<file path="config.mk">
export PLATFORM = sky130hd
export DESIGN_NAME = a2d_intf
export DESIGN_NICKNAME = d
export VERILOG_FILES = /design/src/rtl/a2d_pkg.sv /design/src/rtl/a2d_intf_spi_mnrch.sv /design/src/rtl/a2d_intf.sv
export SDC_FILE = /design/constraint.sdc
export NUM_CORES = 1
export LEC_CHECK = 0
export CAP_MARGIN = 20
export CORE_UTILIZATION = 40
export DETAILED_ROUTE_END_ITERATION = 12
export PLACE_DENSITY_LB_ADDON = 0.25
export SLEW_MARGIN = 0
export SYNTH_ARGS = -nofsm -noshare
export SYNTH_HDL_FRONTEND = slang
export SYNTH_HIERARCHICAL = 1
export SYNTH_SLANG_ARGS = --single-unit
</file>
<file path="constraint.sdc">
create_clock -name clk -period 6.4 [get_ports clk]
set_input_delay 0.96 -clock clk [delete_from_list [all_inputs] [get_ports clk]]
set_output_delay 0.96 -clock clk [all_outputs]
set_load 0.01 [all_outputs]
</file>
<file path="src/rtl/a2d_pkg.sv">
// Shared types and constants for the A2D sequencing interface.
// Optional brake channel is enabled by defining A2D_BRAKE_EN.
package a2d_pkg;

   typedef enum logic [2:0] {IDLE, CMD, GAP, READ, STORE} state_e;

   typedef enum logic [2:0] {
      CH_BATT   = 3'd0,
      CH_CURR   = 3'd1,
      CH_BRAKE  = 3'd3,
      CH_TORQUE = 3'd4
   } chan_e;

   typedef enum logic [1:0] {SPI_IDLE, SPI_FRONT, SPI_SHIFT, SPI_BACK} spi_state_e;

   // SCLK = div[4]; preload leaves SCLK high for 8 clks before the first fall
   localparam logic [4:0] DIV_PRELOAD = 5'b10111;
   localparam logic [4:0] DIV_SMPL    = 5'b01111;
   localparam logic [4:0] DIV_SHFT    = 5'b11111;

   localparam int TMR_W_SLOW = 14;
   localparam int TMR_W_FAST = 9;

   function automatic chan_e next_chan(input chan_e ch);
      case (ch)
         CH_BATT:   return CH_CURR;
`ifdef A2D_BRAKE_EN
         CH_CURR:   return CH_BRAKE;
`else
         CH_CURR:   return CH_TORQUE;
`endif
         CH_BRAKE:  return CH_TORQUE;
         default:   return CH_BATT;
      endcase
   endfunction

endpackage

</file>
<file path="src/rtl/a2d_intf_spi_mnrch.sv">
// SPI master for the A2D: 16-bit full-duplex transfer, SCLK = clk/32, idles high.
// Transmit and receive share one shift register; MISO is double-flopped.
module spi_mnrch
   import a2d_pkg::*;
(
   input  logic        clk,
   input  logic        rst,
   input  logic        wrt,
   input  logic [15:0] wt_data,
   input  logic        MISO,
   output logic        done,
   output logic [15:0] rd_data,
   output logic        SS_n,
   output logic        SCLK,
   output logic        MOSI
);

   spi_state_e  st, nxt_st;
   logic [4:0]  div;
   logic [15:0] shift_reg;
   logic [3:0]  bit_cnt;
   logic        miso_p0, miso_p1, miso_smpl;
   logic        smpl_slot, shft_slot, do_shift, finish;

   assign smpl_slot = (div == DIV_SMPL);
   assign shft_slot = (div == DIV_SHFT);
   assign SCLK      = div[4];
   assign MOSI      = shift_reg[15];
   assign rd_data   = shift_reg;

   // The first SCLK fall only opens the frame; the final slot shifts in bit 16 without a fall
   always_comb begin
      nxt_st   = st;
      do_shift = 1'b0;
      finish   = 1'b0;
      case (st)
         SPI_IDLE:  if (wrt) nxt_st = SPI_FRONT;
         SPI_FRONT: if (shft_slot) nxt_st = SPI_SHIFT;
         SPI_SHIFT: begin
            do_shift = shft_slot;
            if (smpl_slot && bit_cnt == 4'hF) nxt_st = SPI_BACK;
         end
         SPI_BACK: begin
            if (shft_slot) begin
               do_shift = 1'b1;
               finish   = 1'b1;
               nxt_st   = SPI_IDLE;
            end
         end
         default: nxt_st = SPI_IDLE;
      endcase
   end

   always_ff @(posedge clk or posedge rst) begin
      if (rst) st <= SPI_IDLE;
      else     st <= nxt_st;
   end

   always_ff @(posedge clk or posedge rst) begin
      if (rst) begin
         SS_n      <= 1'b1;
         div       <= DIV_PRELOAD;
         shift_reg <= '0;
         bit_cnt   <= '0;
         miso_p0   <= 1'b0;
         miso_p1   <= 1'b0;
         miso_smpl <= 1'b0;
         done      <= 1'b0;
      end else begin
         miso_p0 <= MISO;
         miso_p1 <= miso_p0;
         done    <= finish;
         if (st == SPI_IDLE) begin
            if (wrt) begin
               SS_n      <= 1'b0;
               div       <= DIV_PRELOAD;
               shift_reg <= wt_data;
               bit_cnt   <= '0;
            end
         end else begin
            div <= finish ? DIV_PRELOAD : div + 5'd1;
            if (finish) SS_n <= 1'b1;
            if (smpl_slot && st == SPI_SHIFT) begin
               miso_smpl <= miso_p1;
               bit_cnt   <= bit_cnt + 4'd1;
            end
            if (do_shift) shift_reg <= {shift_reg[14:0], miso_smpl};
         end
      end
   end

endmodule

</file>
<file path="src/rtl/a2d_intf.sv">
// Periodic round-robin A2D sampler: one CMD + READ SPI pair per timer wrap.
// Define A2D_BRAKE_EN to include the brake channel (3) in the rotation.
module a2d_intf
   import a2d_pkg::*;
#(
   parameter int FAST_SIM = 0
) (
   input  logic        clk,
   input  logic        rst,
   input  logic        MISO,
   output logic        SS_n,
   output logic        SCLK,
   output logic        MOSI,
   output logic [11:0] batt,
   output logic [11:0] curr,
   output logic [11:0] brake,
   output logic [11:0] torque,
   output logic        cnv_cmplt
);

   localparam int TMR_W = (FAST_SIM != 0) ? TMR_W_FAST : TMR_W_SLOW;

   state_e           state, nxt_state;
   chan_e            chan;
   logic [TMR_W-1:0] timer;
   logic             tmr_wrap;
   logic             gap_cnt;
   logic             wrt, done, load;
   logic [15:0]      wt_data, rd_data;
   logic             unused_rd_hi;

   assign tmr_wrap     = &timer;
   assign unused_rd_hi = ^rd_data[15:12];

   spi_mnrch u_spi (
      .clk     (clk),
      .rst     (rst),
      .wrt     (wrt),
      .wt_data (wt_data),
      .MISO    (MISO),
      .done    (done),
      .rd_data (rd_data),
      .SS_n    (SS_n),
      .SCLK    (SCLK),
      .MOSI    (MOSI)
   );

   // Wraps outside IDLE are dropped, so conversions never queue
   always_comb begin
      nxt_state = state;
      wrt       = 1'b0;
      wt_data   = 16'h0000;
      load      = 1'b0;
      case (state)
         IDLE: begin
            if (tmr_wrap) begin
               wrt       = 1'b1;
               wt_data   = {2'b00, chan, 11'h000};
               nxt_state = CMD;
            end
         end
         CMD:  if (done) nxt_state = GAP;
         GAP: begin
            if (gap_cnt) begin
               wrt       = 1'b1;
               nxt_state = READ;
            end
         end
         READ: if (done) nxt_state = STORE;
         STORE: begin
            load      = 1'b1;
            nxt_state = IDLE;
         end
         default: nxt_state = IDLE;
      endcase
   end

   always_ff @(posedge clk or posedge rst) begin
      if (rst) begin
         state   <= IDLE;
         timer   <= '0;
         chan    <= CH_BATT;
         gap_cnt <= 1'b0;
      end else begin
         state   <= nxt_state;
         timer   <= timer + 1'b1;
         gap_cnt <= (state == GAP) ? gap_cnt + 1'b1 : 1'b0;
         if (load) chan <= next_chan(chan);
      end
   end

   always_ff @(posedge clk or posedge rst) begin
      if (rst) begin
         batt      <= 12'h000;
         curr      <= 12'h000;
         torque    <= 12'h000;
         cnv_cmplt <= 1'b0;
      end else begin
         cnv_cmplt <= load;
         if (load) begin
            case (chan)
               CH_BATT:   batt   <= rd_data[11:0];
               CH_CURR:   curr   <= rd_data[11:0];
               CH_TORQUE: torque <= rd_data[11:0];
               default:   ;
            endcase
         end
      end
   end

`ifdef A2D_BRAKE_EN
   // Reset to full scale: brake reads as released until first measured
   always_ff @(posedge clk or posedge rst) begin
      if (rst)                          brake <= 12'hFFF;
      else if (load && chan == CH_BRAKE) brake <= rd_data[11:0];
   end
`else
   assign brake = 12'hFFF;
`endif

endmodule

</file>
After elaboration in Yosys (flattened, before gate mapping)
Cells that the tools add are included.
{"block": "word_totals", "register_bits": 90, "inputBits": 3, "output_inout_bits": 52, "word_cells": 95}
{"block": "op_classes", "n_addsub": 4, "n_eq_ne": 21, "n_mux": 33, "bitwise": 1, "reduce_logical": 19}
{"cell": "$mux 16", "count": 3}
{"cell": "$mux 14", "count": 2}
{"cell": "$mux 5", "count": 3}
{"cell": "$add 14x1->14 const B", "count": 1}
{"cell": "$reduce_and 14->1", "count": 1}
{"cell": "$reduce_and 2->1", "count": 7}
{"cell": "$mux 3", "count": 4}
{"cell": "$mux 4", "count": 3}
{"cell": "$ne 2x1->1 const B", "count": 6}
{"cell": "$pmux 3 s4", "count": 1}
{"cell": "$eq 3x2->1 const B", "count": 3}
{"cell": "$mux 1", "count": 9}
{"cell": "$mux 2", "count": 4}
{"cell": "$pmux 2 s4", "count": 1}
{"cell": "$reduce_and 4->1", "count": 2}
{"cell": "$eq 3x1->1 const B", "count": 2}
{"cell": "$eq 3x3->1 const B", "count": 2}
{"cell": "$logic_not 3->1", "count": 2}
{"cell": "$pmux 3 s2", "count": 1}
{"cell": "$reduce_bool 2->1", "count": 3}
{"cell": "$add 5x1->5 const B", "count": 1}
{"cell": "$eq 5x4->1 const B", "count": 1}
{"cell": "$eq 5x5->1 const B", "count": 1}
{"cell": "$add 4x1->4 const B", "count": 1}
{"cell": "10 further kinds", "count": 14}

Logic depth before layout (Yosys ltp)
Gate-level depths: netlist (run 1).
{"block": "logic_depth", "ltp_word": 5, "mapped_depth": 10, "ltp_nobuf": 7}

By module
The synthesis (run 1) kept the hierarchy.
{"module": "a2d_intf", "n_inst": 1, "cells_per_inst": 178, "area_per_inst_um2": 2423.6, "seq_area_each_um2": 1426.4}
{"module": "spi_mnrch", "n_inst": 1, "cells_per_inst": 128, "area_per_inst_um2": 1684.1, "seq_area_each_um2": 807.0}

Least setup slack after synthesis (run 1)
No wires, ideal clock.
{"block": "synth_timing", "path_kind": "register to register", "startpoint": "register timer[0]", "endpoint": "register u_spi.shift_reg[0], in the netlist u_spi/rd_data[0]", "setup_ns": 0.125, "t_arrival_ns": 2.398, "t_required_ns": 6.275, "path_slack_ns": 3.877, "stages_incl_launch_ff": 11, "path_buffers": 3, "synth_period_minus_slack_ns": 2.523, "path_cell_list": "dfrtp_1 > ha_1 > and4_1 > clkbuf_1 > nand4_1 > a21oi_1 > nor2b_1 > buf_6 > a211oi_4 > buf_12 > mux2_4"}
{"block": "synth_via", "elab_chain_len": 5}
{"element": "start: declaration", "line": "a2d_intf.sv:25", "source": "logic [TMR_W-1:0] timer;"}
{"element": "start signal: assignment", "line": "a2d_intf.sv:86", "source": "timer <= timer + 1'b1;"}
{"element": "$reduce_and 14->1", "line": "a2d_intf.sv:32", "source": "assign tmr_wrap = &timer;"}
{"element": "$mux 1", "line": "a2d_intf.sv:56", "source": "if (tmr_wrap) begin"}
{"element": "$pmux 1 s2", "line": "a2d_intf.sv:54", "source": "case (state)"}
{"element": "named net wrt", "line": "a2d_intf.sv:28", "source": "logic wrt, done, load;"}
{"element": "$ne 2x1->1 (no source line)"}
{"element": "$reduce_and 2->1 (no source line)"}
{"element": "end signal: assignment", "line": "a2d_intf_spi_mnrch.sv:77", "source": "shift_reg <= wt_data;"}
{"element": "end signal: assignment", "line": "a2d_intf_spi_mnrch.sv:87", "source": "if (do_shift) shift_reg <= {shift_reg[14:0], miso_smpl};"}
{"element": "end: declaration", "line": "a2d_intf_spi_mnrch.sv:20", "source": "logic [15:0] shift_reg;"}
The timed path passes the listed nets, and every way through them passes these cells.
A chain may end at the register's enable or synchronous reset.

Worst setup path in the final report (run 1)
{"block": "layout_timing", "startpoint": "register timer[0]", "endpoint": "register u_spi.shift_reg[7], in the netlist u_spi/rd_data[7]"}
The elaborated chain is that of the path after synthesis.

==> results of run 1 <==
==> metal layers <==
metal | GRT usage, % | wire length, um | vias to the layer above
met2 | 23.3 | 3190 | 42
met5 | 0 | 0 | -
met1 | 18.6 | 3280 | 1201
li1 | - | - | 1151
met4 | 6.18 | 101 | 0
met3 | 3.02 | 169 | 10
==> through the flow <==
step / cells / instance area (um2)
2_1_floorplan: 329 / 4190
3_3_place_gp: 485 / 4630
3_5_place_dp: 486 / 4640
4_1_cts: 502 / 4850
5_1_grt: 502 / 4850
6_report: 502 / 4850
==> power by group through the flow <==
| stage | registers [mW] | logic, mW | clock network [mW] |
|---|---|---|---|
| after floorplan | 0.574 | 0.0214 | 0 |
| after global placement | 0.574 | 0.0220 | 0 |
| after detailed placement | 0.574 | 0.0223 | 0 |
| after CTS | 0.563 | 0.0223 | 0.403 |
| after global routing | 0.563 | 0.0259 | 0.424 |
| final | 0.563 | 0.0211 | 0.390 |
==> flip-flops by register name, summed over array words and instances (netlist names) <==
signal	cells
torque	12
timer	14
u_spi/div	5
chan	2
state	3
u_spi/done	1
u_spi/miso_p1	1
u_spi/bit_cnt	4
u_spi/SS_n	1
u_spi/miso_smpl	1
u_spi/rd_data	16
u_spi/miso_p0	1
cnv_cmplt	1
batt	12
curr	12
gap_cnt	1
u_spi/st	2
==> area by class of cell <==
cell class / count / share of cell area (%)
clock buffer: 9 / 2.56
inverter: 10 / 0.775
tap: 133 / 3.43
clock inverter: 7 / 1.60
sequential: 89 / 46.1
multi-input combinational: 208 / 36.2
timing repair buffer: 46 / 9.37
==> worst max-delay path: cells and delay by family (launching register included) <==
kind                     cells  cell delay [ns]
AO/OA/AOI/OAI                2             1.24
AND/OR/NAND/NOR              3             0.69
multiplexers                 1             0.42
flip-flops                   1             0.39
adder cells (fa/ha/maj)      1             0.21
==> how the worst max path moves through the flow <==
stage                        start                to  slack [ns]  depth (start not counted)
after global routing      timer[0]  u_spi/rd_data[3]        2.99                          7
after CTS                 timer[0]  u_spi/rd_data[7]        3.27                          7
after detailed placement  timer[0]  u_spi/rd_data[7]        3.30                          7
after global placement    timer[0]  u_spi/rd_data[5]        3.39                          7
after floorplan           timer[0]  u_spi/rd_data[0]        3.88                         10
final                     timer[0]  u_spi/rd_data[7]        3.33                          7
==> summary.md, run 1 <==
| Metric | Value |
|---|---|
| Status | complete, no violations |
| Hold crit path type | reg -> reg |
| Layout area overhead | 18.2% |
| FF-to-FF path depth | 7 |
| N_diodes | 0 |
| Die area | 10700 um2 |
| CP max-delay cell | a211oi_4 |
| DRC | 0 |
| Max-slew violation count | 0 |
| Starting Density | 41.6% |
| YS warnings | 6 |
| Worst Hold End | u_spi/miso_p1 |
| Net Switching | 0.222 mW |
| Antenna violations before repair | 0 |
| Period utilization | 47.9% |
| Clk_skew | 0.0149 ns |
| Hold depth | 0 |
| Critical-path cell list | ha_1, and4_1, nand4_1, a21oi_1, nor2b_1, a211oi_4, mux2_2 |
| Most common cell after layout, fill and taps aside | dfrtp_1 |
| Post-place setup slack | 3.30 ns |
| Worst vdd ir | 0.0901 mV |
| R2R Setup Slk | 3.33 ns |
| First-pass GRT wire length | 11600 um |
| Final min period | 3.07 ns |
| Clk sinks | 89 |
| GPL Wtd Cong | 0.731 |
| Final Util | 49.1% |
| Hpwl dp | 4560 um |
| Setup crit end kind | flop |
| Internal power | 0.752 mW |
| Slew headroom | 33.8% |
| Critical path startpoint category | flop |
| Post-route ant nets | 0 |
| Hold Slack | 0.365 ns |
| Most frequent cells in the layout | dfrtp_1, mux2_2, clkdlybuf4s50_1 |
| RSZ-0062 raised after global routing | false |
| Overflow after GRT | 0 |
| Mean area per synthesized cell | 13.4 um2 |
| Final Total Pwr | 0.974 mW |
| Seq pwr share | 57.8% |
| Largest net degree at the start of global routing | 58 |
| Mapped Area | 4100 um2 |
| Leakage | 2.32 nW |
| Number of global-route vias before repair | 2440 |
| Share of layout cells above drive strength 1 | 27.6% |
| Clock network power share | 40.1% |
| Worst-path fanout max | 16 |
| Io pins | 55 |
| Layout filler cell count | 862 |
| Setup total negative slack | 0 ns |
| WL per Instance | 13.4 um |
| CP Class | reg -> reg |
| IO buf count | 42 |
| Post-CTS Resized | 0 |
| Max-cap violations | 0 |
| Cell Rows | 36 |
| Global Route Usage Sum | 14.3% |
| Via count | 2404 |
| FF+latch area | 2230 um2 |
| Worst EP required | 6.64 ns |
| Total Wirelength | 6730 um |
| Setup-failing EPs final | 0 |
| Reg-to-Reg Start | timer[0] |
| Switching share of total power | 22.8% |
| Final hold viol count | 0 |
| Drt pass-1 iters | 4 |
| Setup Buffers After CTS | 0 |
| R2r endpoint | u_spi/rd_data[7] |
| Avg Vias per Cell | 4.79 |
| Synthesized instance count | 305 |
| Root buf cell | clkbuf_8 |
| Area used by multi-input combinational logic | 1750 um2 |
| Hold-fix buffers, CTS | 0 |
| Pin slew with the least headroom to its limit | 0.990 ns |
| Core area | 9860 um2 |
| TritonCTS clock tree | built |
| CP peak stage delay | 0.86 ns |
| NumNets Final | 377 |
| Power per cell area | 201 nW/um2 |
| Setup ws final | 3.33 ns |
| CTS max path bufs | 2 |
| CP arrival | 3.31 ns |
| Total CTS buffers | 9 |
| Max Clk Rate | 326 MHz |
| Die Span Y | 103 um |
| Hold_sp | u_spi/miso_p0 |
| Drt initial violations | 62 |
| CTS H-tree depth | 3 |
| Reg clk slew, reported paths | 0.09 ns |
| Combinational share of power | 2.2% |
| Worst skew pair latency | 0.35 ns |
| Die extent in x | 103 um |
No activity file was read; power rests on OpenSTA's default activity.
==> inputs of run 2 (changes only) <==
Clock period 6.4 ns to 2.7 ns, I/O delays scaled along.
==> run 2 against run 1 <==
Against the previous run:
- combinational power up 150%
- count of clock-buffer cells in the layout unchanged
- largest power group unchanged
- final cell count is 0.80% higher
- highest routed layer unchanged
- utilization up 0.051 points
==> summary.md, run 2 (synthesis gave the netlist of run 1 again) <==
| Metric | Value |
|---|---|
| WL per Instance | 14.2 um |
| Slew headroom | 45.7% |
| Clk_skew | 0.0108 ns |
| CP arrival | 2.69 ns |
| Worst vdd ir | 0.293 mV |
| Total CTS buffers | 9 |
| Buf+Inv Stages, Crit Path | 1 |
| RSZ-0062 raised after global routing | false |
| Cell Rows | 36 |
| Critical path startpoint category | flop |
| Max reg flops | 16 |
| CP peak stage delay | 0.40 ns |
| Hpwl dp | 4940 um |
| Final hold viol count | 0 |
| Clk sinks | 89 |
| TritonCTS clock tree | built |
| DRC | 0 |
| Crit path max-delay family | simple AND/OR/NAND/NOR gates |
| First-pass GRT wire length | 12200 um |
| Setup crit end kind | flop |
| CTS max path bufs | 2 |
| Die extent in x | 103 um |
| Post-route ant nets | 0 |
| Crit path launch | timer[0] |
| Reg clk slew, reported paths | 0.09 ns |
| Max-slew violation count | 0 |
| Global Route Usage Sum | 15.2% |
| Number of global-route vias before repair | 2472 |
| CP max-delay cell | dfrtp_1 |
| Antenna violations before repair | 0 |
| Placed insts | 490 |
| NumNets Final | 381 |
| Die area | 10700 um2 |
| Most common cell after layout, fill and taps aside | dfrtp_1 |
| Reg-to-Reg Start | timer[0] |
| Avg Vias per Cell | 4.84 |
| CTS H-tree depth | 3 |
| Final Util | 49.2% |
| Max-cap violations | 0 |
| Hold_sp | u_spi/miso_p0 |
| Leakage | 2.33 nW |
| Starting Density | 41.6% |
| Share of layout cells above drive strength 1 | 28.4% |
| Total Wirelength | 7190 um |
| Drt pass-1 iters | 4 |
| Worst-path fanout max | 16 |
| Layout area overhead | 18.3% |
| Final std cells w/o fill | 506 |
| Max Clk Rate | 408 MHz |
| Hold crit path type | reg -> reg |
| Die Span Y | 103 um |
| N_diodes | 0 |
| Final Total Pwr | 2.23 mW |
| Hold Slack | 0.355 ns |
| Final min period | 2.45 ns |
| Setup-failing EPs final | 0 |
| GPL Wtd Cong | 0.706 |
| Power per cell area | 459 nW/um2 |
| Setup Buffers After CTS | 0 |
| Setup total negative slack | 0 ns |
| Largest net degree at the start of global routing | 39 |
| IO buf count | 42 |
| Critical-path cell list | ha_1, and4_1, nand4_1, a21oi_1, nor2b_1, a211oi_4, buf_6, mux2_2 |
| Worst EP required | 2.94 ns |
| Root buf cell | clkbuf_8 |
| CP Class | reg -> reg |
| Status | complete, no violations |
| Pin slew with the least headroom to its limit | 0.813 ns |
| Io pins | 55 |
| Worst skew pair latency | 0.35 ns |
| Via count | 2448 |
| Overflow after GRT | 0 |
| Most frequent cells in the layout | dfrtp_1, mux2_2, clkdlybuf4s50_1 |
| Period utilization | 90.7% |
| Core area | 9860 um2 |
| Drt initial violations | 46 |
## run 2: cell count changes in the layout (fill, tap and decap cells not counted), sizes merged
cell    before  now
buf          4    8
inv         12   14
bufinv       1    0
clkinv       3    2
## run 2: where the power goes
| part | internal [mW] | switching (mW) | total, mW |
|---|---|---|---|
| Sequential | 1.33 | 0.000739 | 1.33 |
| Combinational | 0.0135 | 0.0382 | 0.0517 |
| Clock | 0.345 | 0.496 | 0.841 |
## run 2: worst paths after layout
check / endpoint / cells past startpoint / slack (ns)
max: u_spi/rd_data[3] / 8 / 0.25
min: u_spi/miso_p1 / 0 / 0.36
max reg2reg: u_spi/rd_data[3] / 8 / 0.25
min reg2reg: u_spi/miso_p1 / 0 / 0.36
max in group asynchronous: chan[0] / 3 / 1.49
min in group asynchronous: u_spi/rd_data[5] / 3 / 0.48
## run 2: worst reg2reg max path, delay by kind of cell, from the launching register on
kind                     cells  cell delay, ns
AO/OA/AOI/OAI                2            0.47
adder cells (fa/ha/maj)      1            0.21
buffers and inverters        1            0.24
flip-flops                   1            0.40
multiplexers                 1            0.35
AND/OR/NAND/NOR              3            0.66
## run 2: layout make-up
type / count / area [um2]
inverters: 10 / 37.5
repair buffers: 50 / 484
clock inverters: 7 / 52.6
multi-input cells: 208 / 1750
clock buffers: 9 / 124
fillers: 873 / 5010
well taps: 133 / 166
flip-flops and latches: 89 / 2230
## run 2: repair_timing
action	4_1_cts	5_1_grt
hold buffers	0	0
resized for setup	0	1
setup endpoints to repair	0	3
## run 2: metrics by stage
| stage | area [um2] | setup slack (ns) |
|---|---|---|
| 5_1_grt | 4850 | 0.0409 |
| 6_report | 4850 | 0.250 |
| 2_1_floorplan | 4190 | 0.177 |
| 3_3_place_gp | 4670 | 0.289 |
| 4_1_cts | 4850 | 0.165 |
| 3_5_place_dp | 4670 | 0.188 |
## run 2: metal layers
metal	vias to the layer above	GRT usage [%]	wire (um)
met5	-	0	0
met4	0	4.44	85
met3	9	4.57	227
met2	42	25.2	3560
met1	1236	19.4	3320
li1	1161	-	-
